`src/rtl/seq_divider_64b_if.sv`:
```
// Start/done bundle between the control unit (master) and the iterative divider (slave).
// WIDTH must match the WIDTH of the divider this bundle is bound to.
interface seq_divider_64b_if #(
  parameter int WIDTH = 64
);
  logic             start;
  logic             is_signed;
  logic [WIDTH-1:0] dividend;
  logic [WIDTH-1:0] divisor;
  logic             busy;
  logic             done;
  logic             div_by_zero;
  logic [WIDTH-1:0] quotient;
  logic [WIDTH-1:0] remainder;

  modport master (
    output start, is_signed, dividend, divisor,
    input  busy, done, div_by_zero, quotient, remainder
  );

  modport slave (
    input  start, is_signed, dividend, divisor,
    output busy, done, div_by_zero, quotient, remainder
  );
endinterface

```
`src/rtl/seq_divider_64b.sv`:
```
// Iterative restoring divider, one quotient bit per clock, start/done handshake.
// Optional SIGNED_DIV_EN: honours is_signed (magnitude divide plus sign fix-up on the DONE edge).
module seq_divider_64b #(
  parameter int WIDTH = 64,
  parameter int CNT_W = 7
) (
  input  logic             clk,
  input  logic             reset,
  seq_divider_64b_if.slave bus,
  output logic [1:0]       dbg_state
);

  localparam logic [1:0] S_IDLE = 2'd0;
  localparam logic [1:0] S_RUN  = 2'd1;
  localparam logic [1:0] S_DONE = 2'd2;

  // Handshake: start is sampled only in IDLE or DONE; an accepted start drops done on
  // the same edge. busy is high for the whole RUN phase, and done (with div_by_zero,
  // quotient, remainder) holds until the next accepted start.

  logic [1:0]       state_q, state_d;
  logic [CNT_W-1:0] cnt_q, cnt_d;
  logic [WIDTH-1:0] rem_q, rem_d;
  logic [WIDTH-1:0] quo_q, quo_d;
  logic [WIDTH-1:0] dvsr_q, dvsr_d;
  logic [WIDTH-1:0] quotient_q, quotient_d;
  logic [WIDTH-1:0] remainder_q, remainder_d;
  logic             dbz_q, dbz_d;
  logic             neg_quo_q, neg_quo_d;
  logic             neg_rem_q, neg_rem_d;

  logic             signed_mode;
  logic             a_neg, b_neg;
  logic [WIDTH-1:0] a_mag, b_mag;
  logic [WIDTH:0]   wide;
  logic [WIDTH-1:0] rem_sh;
  logic [WIDTH-1:0] sub;
  logic             borrow;
  logic [WIDTH-1:0] rem_nx, quo_nx;
  logic             last_iter;

`ifdef SIGNED_DIV_EN
  assign signed_mode = bus.is_signed;
`else
  logic unused_is_signed;
  assign signed_mode      = 1'b0;
  assign unused_is_signed = bus.is_signed;
`endif

  assign a_neg = signed_mode & bus.dividend[WIDTH-1];
  assign b_neg = signed_mode & bus.divisor[WIDTH-1];
  assign a_mag = a_neg ? -bus.dividend : bus.dividend;
  assign b_mag = b_neg ? -bus.divisor  : bus.divisor;

  // One restoring step. The shifted partial remainder is WIDTH+1 bits; when its top bit
  // is set it certainly exceeds the divisor, and the WIDTH-bit difference is still exact.
  always_comb begin
    wide   = {rem_q, quo_q[WIDTH-1]};
    rem_sh = wide[WIDTH-1:0];
    sub    = rem_sh - dvsr_q;
    borrow = !wide[WIDTH] && (rem_sh < dvsr_q);
    rem_nx = borrow ? rem_sh : sub;
    quo_nx = {quo_q[WIDTH-2:0], ~borrow};
  end

  assign last_iter = (cnt_q == CNT_W'(WIDTH - 1));

  always_comb begin
    state_d     = state_q;
    cnt_d       = cnt_q;
    rem_d       = rem_q;
    quo_d       = quo_q;
    dvsr_d      = dvsr_q;
    quotient_d  = quotient_q;
    remainder_d = remainder_q;
    dbz_d       = dbz_q;
    neg_quo_d   = neg_quo_q;
    neg_rem_d   = neg_rem_q;

    case (state_q)
      S_IDLE, S_DONE: begin
        if (bus.start) begin
          cnt_d = '0;
          dbz_d = 1'b0;
          if (bus.divisor == '0) begin
            // Division by zero finishes on the accept edge itself.
            state_d     = S_DONE;
            dbz_d       = 1'b1;
            quotient_d  = '1;
            remainder_d = bus.dividend;
            neg_quo_d   = 1'b0;
            neg_rem_d   = 1'b0;
          end else begin
            state_d     = S_RUN;
            rem_d       = '0;
            quo_d       = a_mag;
            dvsr_d      = b_mag;
            neg_quo_d   = a_neg ^ b_neg;
            neg_rem_d   = a_neg;
            quotient_d  = '0;
            remainder_d = '0;
          end
        end
      end
      S_RUN: begin
        rem_d = rem_nx;
        quo_d = quo_nx;
        cnt_d = cnt_q + CNT_W'(1);
        if (last_iter) begin
          // Sign fix-up folds into the final iteration's edge, costing no extra cycle.
          state_d     = S_DONE;
          quotient_d  = neg_quo_q ? -quo_nx : quo_nx;
          remainder_d = neg_rem_q ? -rem_nx : rem_nx;
        end
      end
      default: begin
        state_d = S_IDLE;
      end
    endcase
  end

  always_ff @(posedge clk or posedge reset) begin
    if (reset) begin
      state_q     <= S_IDLE;
      cnt_q       <= '0;
      rem_q       <= '0;
      quo_q       <= '0;
      dvsr_q      <= '0;
      quotient_q  <= '0;
      remainder_q <= '0;
      dbz_q       <= 1'b0;
      neg_quo_q   <= 1'b0;
      neg_rem_q   <= 1'b0;
    end else begin
      state_q     <= state_d;
      cnt_q       <= cnt_d;
      rem_q       <= rem_d;
      quo_q       <= quo_d;
      dvsr_q      <= dvsr_d;
      quotient_q  <= quotient_d;
      remainder_q <= remainder_d;
      dbz_q       <= dbz_d;
      neg_quo_q   <= neg_quo_d;
      neg_rem_q   <= neg_rem_d;
    end
  end

  assign bus.busy        = (state_q == S_RUN);
  assign bus.done        = (state_q == S_DONE);
  assign bus.div_by_zero = dbz_q;
  assign bus.quotient    = quotient_q;
  assign bus.remainder   = remainder_q;
  assign dbg_state       = state_q;

endmodule
```
`src/flat_wrapper.sv`:
```
// flat-port wrapper written by rule: the top's interface ports become plain ports
module seq_divider_64b_flat 
#(
  parameter int WIDTH = 64,
  parameter int CNT_W = 7
)
  (clk, reset, dbg_state, bus_start, bus_is_signed, bus_dividend, bus_divisor, bus_busy, bus_done, bus_div_by_zero, bus_quotient, bus_remainder);
  seq_divider_64b_if #(.WIDTH(WIDTH)) bus_i ();
  input  logic clk;
  input  logic reset;
  output logic [1:0] dbg_state;
  input wire logic [$bits(bus_i.start)-1:0] bus_start;
  input wire logic [$bits(bus_i.is_signed)-1:0] bus_is_signed;
  input wire logic [$bits(bus_i.dividend)-1:0] bus_dividend;
  input wire logic [$bits(bus_i.divisor)-1:0] bus_divisor;
  output wire logic [$bits(bus_i.busy)-1:0] bus_busy;
  output wire logic [$bits(bus_i.done)-1:0] bus_done;
  output wire logic [$bits(bus_i.div_by_zero)-1:0] bus_div_by_zero;
  output wire logic [$bits(bus_i.quotient)-1:0] bus_quotient;
  output wire logic [$bits(bus_i.remainder)-1:0] bus_remainder;
  assign bus_i.start = bus_start;
  assign bus_i.is_signed = bus_is_signed;
  assign bus_i.dividend = bus_dividend;
  assign bus_i.divisor = bus_divisor;
  assign bus_busy = bus_i.busy;
  assign bus_done = bus_i.done;
  assign bus_div_by_zero = bus_i.div_by_zero;
  assign bus_quotient = bus_i.quotient;
  assign bus_remainder = bus_i.remainder;
  seq_divider_64b #(.WIDTH(WIDTH), .CNT_W(CNT_W)) u_core (.clk(clk), .reset(reset), .bus(bus_i), .dbg_state(dbg_state));
endmodule
```
`config.mk`:
```
export PLATFORM = sky130hd
export DESIGN_NAME = seq_divider_64b_flat
export DESIGN_NICKNAME = d
export VERILOG_FILES = /design/src/rtl/seq_divider_64b_if.sv /design/src/rtl/seq_divider_64b.sv /design/src/flat_wrapper.sv
export SDC_FILE = /design/constraint.sdc
export NUM_CORES = 1
export LEC_CHECK = 0
export CORE_MARGIN = 2
export CORE_UTILIZATION = 50
export DETAILED_ROUTE_END_ITERATION = 7
export GPL_ROUTABILITY_DRIVEN = 0
export MAX_ROUTING_LAYER = met4
export PLACE_DENSITY = 0.87
export REMOVE_ABC_BUFFERS = 1
export SETUP_SLACK_MARGIN = 0.3
export SLEW_MARGIN = 20
export SYNTH_ARGS = -nofsm -noshare
export SYNTH_HDL_FRONTEND = slang
export SYNTH_SLANG_ARGS = --single-unit
```
`constraint.sdc`:
```
create_clock -name clk -period 9.9 [get_ports clk]
set_input_delay 0.99 -clock clk [delete_from_list [all_inputs] [get_ports clk]]
set_output_delay 0.99 -clock clk [all_outputs]
set_load 0.02 [all_outputs]
```
## Word-level counts from Yosys, hierarchy flattened

Index checks and enable logic that the tools add are counted.

| word-level totals | value |
|---|---|
| flip-flop bits (word level) | 330 |
| input port bits | 132 |
| output and inout port bits | 133 |

| operators by class | value |
|---|---|
| add/sub/neg operators | 2 |
| order comparisons | 1 |
| eq/ne operators | 6 |
| muxes and demuxes | 22 |
| bitwise operators | 2 |
| reductions and logical operators | 12 |

Operator list:

| operator | number |
|---|---|
| 2-to-1 mux 64 bit | 11 |
| case mux 64 bit (2 select lines) | 4 |
| zero test 64 bit | 1 |
| < comparator 64 bit | 1 |
| subtractor 64 bit | 1 |
| case mux 7 bit (2 select lines) | 1 |
| AND reduction 3 bit | 3 |
| adder 7 x 1 -> 7 bit (second input constant) | 1 |
| equality test 7 x 6 -> 1 bit (second input constant) | 1 |
| 2-to-1 mux 7 bit | 1 |
| 2-to-1 mux 2 bit | 3 |
| AND reduction 2 bit | 3 |
| inequality test 2 bit (second input constant) | 2 |
| case mux 2 bit (2 select lines) | 1 |
| equality test 2 x 1 -> 1 bit (second input constant) | 1 |
| equality test 2 bit (second input constant) | 1 |
| zero test 2 bit | 1 |
| inequality test 2 x 1 -> 1 bit (second input constant) | 1 |
| NOT 1 bit | 2 |
| nonzero test 2 bit | 1 |
| OR reduction 2 bit | 1 |
| logical AND 1 bit | 1 |
| zero test 1 bit | 1 |
| 2-to-1 mux 1 bit | 1 |

## Depth between registers and ports, before layout

| depth | value |
|---|---|
| depth after elaboration | 5 |
| mapped depth | 15 |

## Least setup slack after synthesis

OpenSTA, ideal clock, no wires.

| path | value |
|---|---|
| path kind | in2reg |
| start | in bus_divisor[1] |
| end | reg u_core.quo_q[3] |
| library setup time | 144 ps |
| arrival | 2854 ps |
| required time | 9756 ps |
| path slack | 6901 ps |
| cell stages on the path | 8 |
| path buffers | 2 |
| path through | nor4_1 > nand4_1 > nor4_1 > nor2_1 > clkbuf_1 > buf_1 > mux2i_1 > o21ai_0 |

| between the ends | value |
|---|---|
| word-level cells in the longest chain between the ends | 3 |

Ends and longest elaborated chain:

| item | line | source |
|---|---|---|
| start: declaration | flat_wrapper.sv:15 | `input wire logic [$bits(bus_i.divisor)-1:0] bus_divisor;` |
| zero test 64 bit | seq_divider_64b.sv:85 | `if (bus.divisor == '0) begin` |
| inequality test 2 bit (no source line) | -- |  |
| AND reduction 3 bit (no source line) | -- |  |
| end signal: assignment | seq_divider_64b.sv:138 | `quo_q <= quo_d;` |
| end: declaration | seq_divider_64b.sv:24 | `logic [WIDTH-1:0] quo_q, quo_d;` |

No other way between the ends.
A chain may end at the register's enable or synchronous reset.

## Worst setup path after layout

| path | value |
|---|---|
| start | in bus_divisor[0] |
| end | reg u_core.remainder_q[51], in the netlist u_core.bus.remainder[51] |

| between the ends | value |
|---|---|
| word-level cells in the longest chain between the ends | 4 |

Ends and longest elaborated chain:

| item | line | source |
|---|---|---|
| zero test 64 bit | seq_divider_64b.sv:85 |  |
| 2-to-1 mux 64 bit | seq_divider_64b.sv:85 |  |
| 2-to-1 mux 64 bit | seq_divider_64b.sv:82 | `if (bus.start) begin` |
| case mux 64 bit (2 select lines) | seq_divider_64b.sv:80 | `case (state_q)` |
| end signal: assignment | seq_divider_64b.sv:141 | `remainder_q <= remainder_d;` |
| end: declaration | seq_divider_64b.sv:27 | `logic [WIDTH-1:0] remainder_q, remainder_d;` |

No other way between the ends. The select of a mux whose other input is x is not followed.

==> results by group <==
Clock tree
  – TritonCTS clock tree: built
  – Total of cells resized after clock tree synthesis: 0
  – Number of buffers inserted for hold repair after clock tree synthesis: 0
  – Setup fix buffers added after clock tree synthesis: 0
  – Deepest level of the CTS H-tree: 2
  – Insertion delay of the later-clocked pin in the worst-skew pair: 0.54 ns
  – CTS Buffer Depth: 3
  – CTS Root Buffer Type: sky130_fd_sc_hd__clkbuf_16
  – Number of clock sinks: 330
  – Inserted Clock Buffers: 36
  – Clock slew at reported path FFs: 0.06 ns

Route
  – Vias per cell: 6.12
  – ANT nets after route: 0
  – Routed Wire Length: around 55,000 µm
  – Vias after detailed routing: 17,000
  – First-pass iteration count of the detailed router: 7
  – Average wire per standard cell: about 20 µm
  – Remaining routing DRC violations: 0
  – Iter 0 DRT Violations: 1,527

Global routing
  – Combined global-route utilization of all metal layers: between 20% and 30%
  – Number of global-route vias before repair: 16,900
  – Global-route wire length before repair: 88,100 µm
  – Maximum number of pins on one net before global-route repair: ~110
  – Overall overflow remaining after global route: 0
  – Initial antenna violation count: 5

Setup path
  – CP max stage delay: 0.91 ns
  – Max Fanout on Critical Path: 41
  – Worst path cell trace: clkdlybuf4s50_1, nor4_1, nand4_1, nor4_1, buf_4, and2_2, buf_4, nand2_1, nand2_1, nor3_1, a211oi_1
  – Crit path required time: 10.33 ns
  – Kind of end point of the critical path: flop
  – Type of origin of the critical path: primary input
  – Type of the setup path with the least slack: primary input to flop
  – Cell family with the largest share of critical-path delay: simple AND/OR/NAND/NOR gates
  – Worst EP arrival: about 5 ns
  – Worst path buffer plus inverter count: 3
  – Highest-delay cell along the critical path: sky130_fd_sc_hd__nor4_1

Timing
  – Post-route clock period utilization: a little under half
  – Slew at the pin closest to its max-slew limit: 1.06 ns
  – Fin. Hold Viols: 0
  – TNS Setup: 0 ns
  – Shortest clock period the worst path allows after layout: 4.53 ns
  – Normalized max-slew margin: 28.8%
  – Number of setup violations in the final report: 0
  – Highest attainable clock frequency: about 220 MHz
  – Number of pins exceeding their max-slew limit in the final report: 0
  – RSZ-0062 raised after global routing: no
  – Skew final: 0.0320 ns

Synth
  – Simple-gate portion of the synthesized area: 16.0%
  – Synth Area in Adders: 4.62%
  – Asr flop ratio synth: 100%
  – Unique masters post-synth: 67
  – Compound-gate portion of the synthesized area: 21.9%
  – Average cell area after synthesis: 8.64 µm²
  – Post-synth EDFFs: 0
  – Area of the mapped netlist: 18,000 µm²
  – Synth Flop Type: sky130_fd_sc_hd__dfrtp_1
  – Post-synthesis register bit count: 330
  – Xor/xnor share of the synthesized area: 2.28%
  – Combinational family with the most area after synthesis: compound AO/OA/AOI/OAI gates
  – Proportion of synthesized area in mux cells: 4.66%
  – Yosys synthesis warning count: 0
  – Sequential fraction of the synthesis area: between 40% and 50%
  – Cells after synthesis: ~2,100

Floorplan
  – Number of I/O pins: 265
  – Starting density of the core: 50.7%
  – Core area: 35,600 µm²
  – Die height: 194 µm
  – Overall die area: 37,600 µm²
  – Chip width: 194 µm
  – Number of rows in the core area: approximately 70

Outcome
  – Outcome: finished clean

Layout
  – Top library cells by usage in the layout, fill and taps aside: 330 x sky130_fd_sc_hd__dfrtp_1, 327 x sky130_fd_sc_hd__nand2_1, 263 x sky130_fd_sc_hd__clkdlybuf4s50_1
  – Most common cell after layout, fill and taps aside: sky130_fd_sc_hd__dfrtp_1
  – Area occupied by registers: around 8300 µm²
  – Area occupied by multi-input gates: 8960 µm²
  – Post-layout nets: 2,486
  – Fillcell total: 2,867
  – Fraction of layout cells with a size suffix above 1: 4.45%
  – Layout Area Growth over Synthesis: 23.2%

Min path
  – Type of the worst min-delay path: flop to flop

Placed design
  – HPWL after DPL: 38,900 µm
  – Number of I/O port buffers: 263

Job
  – Maximum capacitance violations: 0
-- sequential cells by signal, summed over array words and instances (netlist names) --
register / flops
u_core.cnt_q: 7
u_core.bus.quotient: 64
u_core.bus.div_by_zero: 1
u_core.dvsr_q: 64
u_core.bus.remainder: 64
u_core.rem_q: 64
u_core.quo_q: 64
u_core.dbg_state: 2
-- Yosys cell counts (9+ instances only) --
| cell | n | area (µm²) |
|---|---|---|
| sky130_fd_sc_hd__a211oi_1 | 21 | 158 |
| sky130_fd_sc_hd__a21o_1 | 27 | 203 |
| sky130_fd_sc_hd__a21oi_1 | 239 | 1200 |
| sky130_fd_sc_hd__a31oi_1 | 46 | 288 |
| sky130_fd_sc_hd__and3_1 | 9 | 56.3 |
| sky130_fd_sc_hd__buf_2 | 26 | 130 |
| sky130_fd_sc_hd__clkbuf_1 | 89 | 334 |
| sky130_fd_sc_hd__dfrtp_1 | 330 | 8260 |
| sky130_fd_sc_hd__ha_1 | 65 | 813 |
| sky130_fd_sc_hd__inv_1 | 85 | 319 |
| sky130_fd_sc_hd__mux2i_1 | 84 | 841 |
| sky130_fd_sc_hd__nand2_1 | 329 | 1230 |
| sky130_fd_sc_hd__nand3_1 | 39 | 195 |
| sky130_fd_sc_hd__nand4_1 | 24 | 150 |
| sky130_fd_sc_hd__nor2_1 | 167 | 627 |
| sky130_fd_sc_hd__nor3_1 | 42 | 210 |
| sky130_fd_sc_hd__nor4_1 | 21 | 131 |
| sky130_fd_sc_hd__o211ai_1 | 22 | 165 |
| sky130_fd_sc_hd__o21a_1 | 9 | 67.6 |
| sky130_fd_sc_hd__o21ai_0 | 218 | 1090 |
| sky130_fd_sc_hd__o21bai_1 | 14 | 105 |
| sky130_fd_sc_hd__or3_1 | 10 | 62.6 |
| sky130_fd_sc_hd__xnor2_1 | 22 | 193 |
| sky130_fd_sc_hd__xor2_1 | 25 | 219 |
-- layout make-up --
cell class,count,share of cell area (%)
antenna,5,0.0563
clock buffer,54,4.68
clock inverter,11,0.642
inverter,85,1.49
multi-input combinational,1546,40.3
sequential,330,37.1
tap,461,2.59
timing repair buffer,289,13.1
-- metal layers --
layer  global-route usage, %  vias up  wire [µm]
met5                       -        -          0
met3                    4.24      161       4280
met1                    37.5     8205      22500
met4                    11.4        0       2110
met2                    48.1      862      26400
li1                        -     7795          -
-- tightest hold or removal path: cells and delay by family, from the launching register on --
family | cells | cell delay, ns
DFF | 1 | 0.35
and+or+nand+nor | 2 | 0.11
-- kinds of logic (layout without fill, tap and decap cells) --
kind of cell	Yosys count	in the layout
buffers and inverters	212	439
other	0	5
muxes	84	84
AOI/OAI and AO/OA	674	674
adders and majority gates	66	66
and+or+nand+nor	675	675
xor gates and xnor gates	47	47
DFF	330	330
-- per-stage QoR --
step	util, %	cells	hold WS, ns	area (µm²)	worst slack [ns]
6_report	62.5	2781	0.489	22200	5.37
5_1_grt	62.5	2781	0.520	22200	5.22
4_1_cts	62.3	2774	0.496	22200	5.35
3_5_place_dp	59.0	2709	0.478	21000	4.81
2_1_floorplan	-	1961	0.452	17500	-3.62
3_3_place_gp	58.8	2707	0.469	20900	4.96
-- path summary, 6_finish.rpt --
| check | startpoint | endpoint | slack, ns | cells after the start |
|---|---|---|---|---|
| min in group asynchronous | reset | u_core.bus.remainder[45] | 1.00 | 2 |
| setup / recovery | bus_divisor[0] | u_core.bus.remainder[51] | 5.37 | 11 |
| hold / removal | u_core.bus.div_by_zero | u_core.bus.div_by_zero | 0.49 | 2 |
| setup reg to reg | u_core.quo_q[63] | u_core.bus.remainder[42] | 5.45 | 13 |
| max in group asynchronous | reset | u_core.quo_q[19] | 7.48 | 3 |
| hold reg to reg | u_core.bus.div_by_zero | u_core.bus.div_by_zero | 0.49 | 2 |
Power is not shown: default switching activity piles up to over one toggle a cycle in this logic, so the estimate is an artifact.
